`config.mk`:
```
export PLATFORM = sky130hd
export DESIGN_NAME = lsq_ring
export DESIGN_NICKNAME = d
export VERILOG_FILES = /design/src/rtl/lsq_ring.sv
export SDC_FILE = /design/constraint.sdc
export NUM_CORES = 2
export LEC_CHECK = 0
export ABC_AREA = 1
export CORE_MARGIN = 1
export CORE_UTILIZATION = 40
export CTS_CLUSTER_SIZE = 25
export DETAILED_ROUTE_END_ITERATION = 7
export SETUP_SLACK_MARGIN = 0.15
export SYNTH_ARGS = -nofsm -noshare
export SYNTH_HDL_FRONTEND = slang
export SYNTH_SLANG_ARGS = --single-unit
export TNS_END_PERCENT = 1
```
`constraint.sdc`:
```
create_clock -name clk_in -period 9.45 [get_ports clk_in]
set_input_delay 1.89 -clock clk_in [delete_from_list [all_inputs] [get_ports clk_in]]
set_output_delay 1.89 -clock clk_in [all_outputs]
set_load 0.03 [all_outputs]
```
`src/rtl/lsq_ring.sv`:
```
// lsq_ring: in-order load/store queue sitting between dispatch, the CDB, the
// ROB and the memory controller.
//
// A ring of DEPTH slots. Slot i always carries tag TAG_BASE+i. Operands that
// are still outstanding are woken from the CDB, and a matching broadcast in the
// allocation cycle is bypassed straight into the new slot. Only the head slot
// may access memory. A store waits for its ROB commit before it issues. A flush
// drops every entry except committed stores.
//
// Opcode encoding on alloc_op (any other value is ignored):
//   0 LB  1 LH  2 LW  3 LBU  4 LHU  5 SB  6 SH  7 SW
//
// Ports
//   clk_in, rst_in, rdy_in      clock, sync active-high reset, global stall (0 = freeze)
//   alloc_*                     dispatch offer; alloc_stall/alloc_tag returned combinationally
//   cdb_active/tag/val          result broadcast used for operand wakeup
//   commit_valid/tag            ROB commit, marks a store as safe to issue
//   flush_in                    mispredict flush
//   mem_req/rnw/type/addr/wdata request to memory, held until mem_done
//   mem_done/mem_rdata          memory completion
//   res_valid/tag/val           one-cycle load result
//   count                       occupied slots
module lsq_ring #(
  parameter int DEPTH    = 8,
  parameter int IDX_W    = 3,
  parameter int TAG_W    = 4,
  parameter int TAG_BASE = 4,
  parameter int NONE_TAG = 0,
  parameter int XLEN     = 32
) (
  input  logic             clk_in,
  input  logic             rst_in,
  input  logic             rdy_in,
  input  logic             alloc_valid,
  input  logic [4:0]       alloc_op,
  input  logic [XLEN-1:0]  alloc_imm,
  input  logic [XLEN-1:0]  alloc_vj,
  input  logic [XLEN-1:0]  alloc_vk,
  input  logic [TAG_W-1:0] alloc_qj,
  input  logic [TAG_W-1:0] alloc_qk,
  output logic             alloc_stall,
  output logic [TAG_W-1:0] alloc_tag,
  input  logic             cdb_active,
  input  logic [TAG_W-1:0] cdb_tag,
  input  logic [XLEN-1:0]  cdb_val,
  input  logic             commit_valid,
  input  logic [TAG_W-1:0] commit_tag,
  input  logic             flush_in,
  output logic             mem_req,
  output logic             mem_rnw,
  output logic [2:0]       mem_type,
  output logic [XLEN-1:0]  mem_addr,
  output logic [XLEN-1:0]  mem_wdata,
  input  logic             mem_done,
  input  logic [XLEN-1:0]  mem_rdata,
  output logic             res_valid,
  output logic [TAG_W-1:0] res_tag,
  output logic [XLEN-1:0]  res_val,
  output logic [IDX_W:0]   count
);

  localparam logic [4:0]       OP_LHU = 5'd4;
  localparam logic [4:0]       OP_SW  = 5'd7;
  localparam logic [TAG_W-1:0] NONE   = TAG_W'(NONE_TAG);

  typedef enum logic [1:0] {S_IDLE, S_BUSY, S_DRAIN} state_e;

  function automatic logic op_is_ls(input logic [4:0] op);
    return (op <= OP_SW);
  endfunction

  function automatic logic op_is_load(input logic [4:0] op);
    return (op <= OP_LHU);
  endfunction

  // [1:0] 00 word / 01 half / 10 byte, [2] sign-extend
  function automatic logic [2:0] op_type(input logic [4:0] op);
    logic [2:0] t;
    case (op)
      5'd0:    t = 3'b110; // LB
      5'd1:    t = 3'b101; // LH
      5'd3:    t = 3'b010; // LBU
      5'd4:    t = 3'b001; // LHU
      5'd5:    t = 3'b010; // SB
      5'd6:    t = 3'b001; // SH
      default: t = 3'b000; // LW, SW
    endcase
    return t;
  endfunction

  function automatic logic [TAG_W-1:0] slot_tag(input logic [IDX_W-1:0] idx);
    return TAG_W'(TAG_BASE) + TAG_W'(idx);
  endfunction

  // Ring addition; idx < DEPTH and n <= DEPTH, so one conditional subtract suffices.
  function automatic logic [IDX_W-1:0] wrap_add(input logic [IDX_W-1:0] idx,
                                                input logic [IDX_W:0]   n);
    logic [IDX_W+1:0] sum;
    sum = {2'b00, idx} + {1'b0, n};
    sum = (sum >= (IDX_W+2)'(DEPTH)) ? (sum - (IDX_W+2)'(DEPTH)) : sum;
    return sum[IDX_W-1:0];
  endfunction

  state_e               state_q, state_d;
  logic [IDX_W-1:0]     head_q, head_d, tail_q, tail_d;
  logic [IDX_W:0]       count_q, count_d;
  logic [DEPTH-1:0]     valid_q, valid_d, load_q, load_d, cmt_q, cmt_d;
  logic [2:0]           type_q [DEPTH];
  logic [2:0]           type_d [DEPTH];
  logic [XLEN-1:0]      imm_q  [DEPTH];
  logic [XLEN-1:0]      imm_d  [DEPTH];
  logic [XLEN-1:0]      vj_q   [DEPTH];
  logic [XLEN-1:0]      vj_d   [DEPTH];
  logic [XLEN-1:0]      vk_q   [DEPTH];
  logic [XLEN-1:0]      vk_d   [DEPTH];
  logic [TAG_W-1:0]     qj_q   [DEPTH];
  logic [TAG_W-1:0]     qj_d   [DEPTH];
  logic [TAG_W-1:0]     qk_q   [DEPTH];
  logic [TAG_W-1:0]     qk_d   [DEPTH];

  logic                 mem_req_q, mem_req_d, mem_rnw_q, mem_rnw_d;
  logic [2:0]           mem_type_q, mem_type_d;
  logic [XLEN-1:0]      mem_addr_q, mem_addr_d, mem_wdata_q, mem_wdata_d;
  logic                 res_valid_q, res_valid_d;
  logic [TAG_W-1:0]     res_tag_q, res_tag_d;
  logic [XLEN-1:0]      res_val_q, res_val_d;

  logic                 alloc_ls_s, full_s, alloc_ok_s, cdb_ok_s, pop_s;
  logic [TAG_W-1:0]     in_qk_s;
  logic [IDX_W:0]       cs_s;

  assign alloc_ls_s  = alloc_valid && op_is_ls(alloc_op);
  assign full_s      = (count_q == (IDX_W+1)'(DEPTH));
  // Flush and reset both win over a same-cycle allocation.
  assign alloc_ok_s  = alloc_ls_s && !full_s && rdy_in && !flush_in && !rst_in;
  assign alloc_stall = alloc_ls_s && full_s;
  assign alloc_tag   = alloc_ok_s ? slot_tag(tail_q) : NONE;
  // A broadcast of the "no producer" tag must never overwrite ready operands.
  assign cdb_ok_s    = cdb_active && (cdb_tag != NONE);
  assign in_qk_s     = op_is_load(alloc_op) ? NONE : alloc_qk;

  // Next-state logic: wakeup, commit, memory FSM, pop, allocate, then flush.
  always_comb begin
    state_d     = state_q;
    head_d      = head_q;
    tail_d      = tail_q;
    count_d     = count_q;
    valid_d     = valid_q;
    load_d      = load_q;
    cmt_d       = cmt_q;
    type_d      = type_q;
    imm_d       = imm_q;
    vj_d        = vj_q;
    vk_d        = vk_q;
    qj_d        = qj_q;
    qk_d        = qk_q;
    mem_req_d   = mem_req_q;
    mem_rnw_d   = mem_rnw_q;
    mem_type_d  = mem_type_q;
    mem_addr_d  = mem_addr_q;
    mem_wdata_d = mem_wdata_q;
    res_valid_d = 1'b0;
    res_tag_d   = res_tag_q;
    res_val_d   = res_val_q;
    pop_s       = 1'b0;
    cs_s        = '0;

    if (rdy_in) begin
      for (int i = 0; i < DEPTH; i++) begin
        if (valid_q[i] && cdb_ok_s && (qj_q[i] == cdb_tag)) begin
          vj_d[i] = cdb_val;
          qj_d[i] = NONE;
        end else begin
          qj_d[i] = qj_q[i];
        end
        if (valid_q[i] && cdb_ok_s && (qk_q[i] == cdb_tag)) begin
          vk_d[i] = cdb_val;
          qk_d[i] = NONE;
        end else begin
          qk_d[i] = qk_q[i];
        end
        if (commit_valid && valid_q[i] && !load_q[i] &&
            (commit_tag == slot_tag(IDX_W'(i)))) begin
          cmt_d[i] = 1'b1;
        end else begin
          cmt_d[i] = cmt_q[i];
        end
      end

      case (state_q)
        S_IDLE: begin
          if (!flush_in && valid_q[head_q] && (qj_q[head_q] == NONE) &&
              (qk_q[head_q] == NONE) && (load_q[head_q] || cmt_q[head_q])) begin
            mem_req_d   = 1'b1;
            mem_rnw_d   = load_q[head_q];
            mem_type_d  = type_q[head_q];
            mem_addr_d  = vj_q[head_q] + imm_q[head_q];
            mem_wdata_d = vk_q[head_q];
            state_d     = S_BUSY;
          end else begin
            state_d     = S_IDLE;
          end
        end
        S_BUSY: begin
          if (mem_done) begin
            mem_req_d = 1'b0;
            state_d   = S_IDLE;
            // A load finishing in the flush cycle is simply dropped; flush
            // invalidates its slot and no pop is needed.
            if (!(mem_rnw_q && flush_in)) begin
              pop_s       = 1'b1;
              res_valid_d = mem_rnw_q;
              res_tag_d   = slot_tag(head_q);
              res_val_d   = mem_rdata;
            end else begin
              pop_s       = 1'b0;
            end
          end else if (flush_in && mem_rnw_q) begin
            state_d = S_DRAIN;
          end else begin
            state_d = S_BUSY;
          end
        end
        S_DRAIN: begin
          if (mem_done) begin
            mem_req_d = 1'b0;
            state_d   = S_IDLE;
          end else begin
            state_d   = S_DRAIN;
          end
        end
        default: begin
          mem_req_d = 1'b0;
          state_d   = S_IDLE;
        end
      endcase

      if (pop_s) begin
        valid_d[head_q] = 1'b0;
        head_d          = wrap_add(head_q, (IDX_W+1)'(1));
      end else begin
        head_d          = head_q;
      end

      // Tail never equals the popped head here: alloc needs !full, pop needs !empty.
      if (alloc_ok_s) begin
        valid_d[tail_q] = 1'b1;
        load_d[tail_q]  = op_is_load(alloc_op);
        cmt_d[tail_q]   = 1'b0;
        type_d[tail_q]  = op_type(alloc_op);
        imm_d[tail_q]   = alloc_imm;
        if (cdb_ok_s && (alloc_qj == cdb_tag)) begin
          vj_d[tail_q] = cdb_val;
          qj_d[tail_q] = NONE;
        end else begin
          vj_d[tail_q] = alloc_vj;
          qj_d[tail_q] = alloc_qj;
        end
        if (cdb_ok_s && (in_qk_s == cdb_tag)) begin
          vk_d[tail_q] = cdb_val;
          qk_d[tail_q] = NONE;
        end else begin
          vk_d[tail_q] = alloc_vk;
          qk_d[tail_q] = in_qk_s;
        end
        tail_d = wrap_add(tail_q, (IDX_W+1)'(1));
      end else begin
        tail_d = tail_q;
      end

      count_d = count_q + (IDX_W+1)'(alloc_ok_s) - (IDX_W+1)'(pop_s);

      // Committed stores sit contiguously at the head, so the survivors
      // occupy head..head+cs-1 after the flush.
      if (flush_in) begin
        for (int i = 0; i < DEPTH; i++) begin
          if (valid_d[i] && !load_d[i] && cmt_d[i]) begin
            cs_s = cs_s + (IDX_W+1)'(1);
          end else begin
            valid_d[i] = 1'b0;
          end
        end
        tail_d  = wrap_add(head_d, cs_s);
        count_d = cs_s;
      end else begin
        count_d = count_d;
      end
    end else begin
      res_valid_d = 1'b0;
    end
  end

  // State registers with synchronous reset.
  always_ff @(posedge clk_in) begin
    if (rst_in) begin
      state_q     <= S_IDLE;
      head_q      <= '0;
      tail_q      <= '0;
      count_q     <= '0;
      valid_q     <= '0;
      load_q      <= '0;
      cmt_q       <= '0;
      for (int i = 0; i < DEPTH; i++) begin
        type_q[i] <= 3'b000;
        imm_q[i]  <= '0;
        vj_q[i]   <= '0;
        vk_q[i]   <= '0;
        qj_q[i]   <= NONE;
        qk_q[i]   <= NONE;
      end
      mem_req_q   <= 1'b0;
      mem_rnw_q   <= 1'b0;
      mem_type_q  <= 3'b000;
      mem_addr_q  <= '0;
      mem_wdata_q <= '0;
      res_valid_q <= 1'b0;
      res_tag_q   <= NONE;
      res_val_q   <= '0;
    end else begin
      state_q     <= state_d;
      head_q      <= head_d;
      tail_q      <= tail_d;
      count_q     <= count_d;
      valid_q     <= valid_d;
      load_q      <= load_d;
      cmt_q       <= cmt_d;
      type_q      <= type_d;
      imm_q       <= imm_d;
      vj_q        <= vj_d;
      vk_q        <= vk_d;
      qj_q        <= qj_d;
      qk_q        <= qk_d;
      mem_req_q   <= mem_req_d;
      mem_rnw_q   <= mem_rnw_d;
      mem_type_q  <= mem_type_d;
      mem_addr_q  <= mem_addr_d;
      mem_wdata_q <= mem_wdata_d;
      res_valid_q <= res_valid_d;
      res_tag_q   <= res_tag_d;
      res_val_q   <= res_val_d;
    end
  end

  assign mem_req   = mem_req_q;
  assign mem_rnw   = mem_rnw_q;
  assign mem_type  = mem_type_q;
  assign mem_addr  = mem_addr_q;
  assign mem_wdata = mem_wdata_q;
  assign res_valid = res_valid_q;
  assign res_tag   = res_tag_q;
  assign res_val   = res_val_q;
  assign count     = count_q;

endmodule
```
==> impl_metrics.env <==
export IMPL_tightest_slew_ns=1.23
export IMPL_routed_wl_um=224000
export IMPL_rr_startpoint="head_q[0]$_SDFFE_PP0P_"
export IMPL_finalSetupTns_ns=0
export IMPL_critPathKind="in -> reg"
export IMPL_finClkSkew_ns=0.0493
export IMPL_outcome="finished clean"
export IMPL_synth_flop_cell="dfxtp_1"
export IMPL_min_period_ns=7.24
export IMPL_root_buffer="clkbuf_16"
export IMPL_power_density_nw_per_um2=157
export IMPL_worstPathRequired_ns=10.08
export IMPL_syn_area_per_cell_um2=6.89
export IMPL_fillers=14100
export IMPL_whs_path_depth=2
export IMPL_cts_hold_buffers=0
export IMPL_cp_slowest_cell="clkdlybuf4s50_1"
export IMPL_path_max_fanout=49
export IMPL_clock_sinks=998
export IMPL_dp_cells=9572
export IMPL_cts_max_level=3
export IMPL_antenna_found_initial=13
export IMPL_hp_start="mem_wdata[27]$_SDFFE_PP0P_"
export IMPL_ys_warn_count=0
export IMPL_syn_inst=8089
export IMPL_setup_viol=0
export IMPL_via_per_inst=5.96
export IMPL_die_h_um=375
export IMPL_reg2reg_to="mem_addr[31]$_SDFFE_PP0P_"
export IMPL_clkPwrFrac_pct=47.3
export IMPL_io_pins=304
export IMPL_initial_utilization_pct=40.4
export IMPL_synth_most_common_cell="o21ai_0"
export IMPL_syn_num_nets=8331
export IMPL_clk_latency_ns=0.77
export IMPL_post_route_period_util_pct=76.6
export IMPL_ys_types=65
export IMPL_synth_top_area_cell="dfxtp_1"
export IMPL_die_w_um=375
export IMPL_drt_pass1_iterations=8
export IMPL_hp_class="reg -> reg"
export IMPL_critPathCaptureType="register"
export IMPL_synthTopCellsByArea="dfxtp_1 (36%), o21ai_0 (11%), a21oi_1 (11%), nand2_1 (8.3%), o211ai_1 (6.2%)"
export IMPL_track_usage_pct=30.5
export IMPL_dieArea_um2=141000
export IMPL_portBuffers=303
export IMPL_syn_cell_area_um2=55700
export IMPL_finalHoldViolCount=0
export IMPL_dp_hpwl_um=133000
export IMPL_design_area_um2=63200
export IMPL_gp_congestion=0.901
export IMPL_core_area_um2=138000
export IMPL_comb_power_share_pct=9.0
export IMPL_async_flop_share_pct=0
export IMPL_synth_top_area_share_pct=35.8
export IMPL_drive_gt1_share_pct=7.85
export IMPL_clk_transition_reported_paths_ns=0.06
export IMPL_first_iter_violations=7460
export IMPL_grt_ovfl_total=0
export IMPL_startpoint="flush_in"
export IMPL_instances_no_fill=9789
export IMPL_slew_violations=0
export IMPL_rsz0062_at_grt="false"
export IMPL_cts_resized=0
export IMPL_rows=136
export IMPL_p_sw_mw=2.64
export IMPL_peakVddDrop_uv=149
export IMPL_fin_ws_ns=2.21
export IMPL_post_cts_setup_buffer_count=0
export IMPL_grt_start_max_net_pins=214
export IMPL_power_leakage_nw=24.1
export IMPL_p_total_mw=9.93
export IMPL_synth_edf_count=0
export IMPL_maxCapViolations=0
export IMPL_area_delta_synth_final_pct=13.4
export IMPL_synth_common_cells="o21ai_0 (1268), a21oi_1 (1265), nand2_1 (1231)"
export IMPL_dp_worst_setup_slack_ns=1.48
export IMPL_numCtsBuffers=116
export IMPL_reg2reg_slack_ns=3.50
export IMPL_switching_share_pct=26.6
export IMPL_power_frac_seq_pct=43.7
export IMPL_grt_pass1_vias=53100
export IMPL_ant_nets=0
export IMPL_min_to="mem_wdata[27]$_SDFFE_PP0P_"
export IMPL_drc_errors=0
export IMPL_start_kind="input port"
export IMPL_slew_headroom_pct=18.2
export IMPL_dpl_cell_area_um2=59300
export IMPL_arrival_ns=7.87
export IMPL_routedWlPerCell_um=22.9
export IMPL_layout_nets=8138
export IMPL_cts_max_path_buffers=3
export IMPL_ys_seq_area_share_pct=35.8
export IMPL_cts_tree="done"
export IMPL_max_freq_ghz=0.138
export IMPL_rr_worst_depth=17
export IMPL_grt_pass1_wl_um=335000
export IMPL_p_int_mw=7.29
export IMPL_max_stage_delay_ns=0.72
export IMPL_vias=58400
export IMPL_synth_seq_cells=998
==> worst max-delay path by stage <==
stage                              to  slack (ns)  depth (start not counted)
2_1_floorplan  tail_q[2]$_SDFFE_PP0P_        3.45                         29
3_3_place_gp   tail_q[2]$_SDFFE_PP0P_        1.56                         29
3_5_place_dp   tail_q[2]$_SDFFE_PP0P_        1.48                         29
4_1_cts        tail_q[2]$_SDFFE_PP0P_        2.27                         29
5_1_grt        tail_q[2]$_SDFFE_PP0P_        1.84                         29
6_report       tail_q[2]$_SDFFE_PP0P_        2.21                         29
==> routing by layer <==
metal | GRT usage [%] | vias up | part of all wire [%]
met2 | 49.5 | 2707 | 45
met4 | 12.4 | 6 | 4.0
li1 | - | 27500 | -
met5 | 0 | - | 0.014
met1 | 40.6 | 27700 | 42
met3 | 4.32 | 447 | 8.5
==> worst max-delay path: cells and delay by family <==
kind,cells,cell delay [ns]
xor+xnor,1,0.18
buf+inv,4,1.23
compound gates,5,0.65
simple gates,14,2.29
fa+ha+maj,5,1.60
==> placed cells by master (no fill, tap or decap), types with 24 or more instances in the layout <==
cell and n:
o21ai_2 37, nor2_1 458, o21ai_0 1268, dfxtp_1 997
inv_2 25, nand2_2 26, xor2_1 65, clkdlybuf4s50_1 301
clkinv_1 30, buf_4 107, clkbuf_8 29, clkbuf_16 116
o221a_2 158, clkbuf_1 24, o221ai_1 65, xnor2_1 26
inv_1 783, o21a_1 34, o211ai_1 458, nand3_1 67
nand4_1 76, o2111ai_1 31, nand2_1 1222, ha_1 50
a21oi_1 1265
==> through the flow <==
stage | util [%] | hold WS [ns]
2_1_floorplan | - | 0.429
3_3_place_gp | 43.0 | 0.434
3_5_place_dp | 43.0 | 0.440
4_1_cts | 45.9 | 0.449
5_1_grt | 45.9 | 0.465
6_report | 45.9 | 0.446
==> registers in the layout (all words and copies together) (netlist names), 2 cells and up <==
signal,count
type_q,24
mem_addr,32
qj_q,32
qk_q,32
mem_type,3
load_q,8
cmt_q,8
mem_wdata,32
count,4
res_tag,4
vj_q,256
valid_q,8
imm_q,256
state_q,2
head_q,3
vk_q,256
tail_q,3
res_val,32
==> cell type report <==
cell class	count	area, µm²	share of cell area [%]
inverters	849	3240	5.12
multi-input cells	5513	29800	47.1
clock inverters	42	538	0.851
clock buffers	169	3390	5.37
well taps	1794	2240	3.55
repair buffers	418	4010	6.34
diodes	6	15.0	0.0238
flip-flops and latches	998	20000	31.6
==> power groups by stage <==
stage	clock network (mW)	logic (mW)	registers, mW
6_report	4.69	0.896	4.34
3_3_place_gp	0	0.863	4.43
5_1_grt	4.91	0.968	4.35
2_1_floorplan	0	0.535	4.42
3_5_place_dp	0	0.876	4.43
4_1_cts	4.74	0.879	4.34
==> kinds of logic after synthesis <==
group	share of synthesized area, %
compound gates	36.2
xor+xnor	1.43
fa+ha+maj	1.23
buf+inv	10.9
flops	35.8
mux	0.0180
simple gates	14.4
Note: power is estimated with default switching activity, not from simulation.
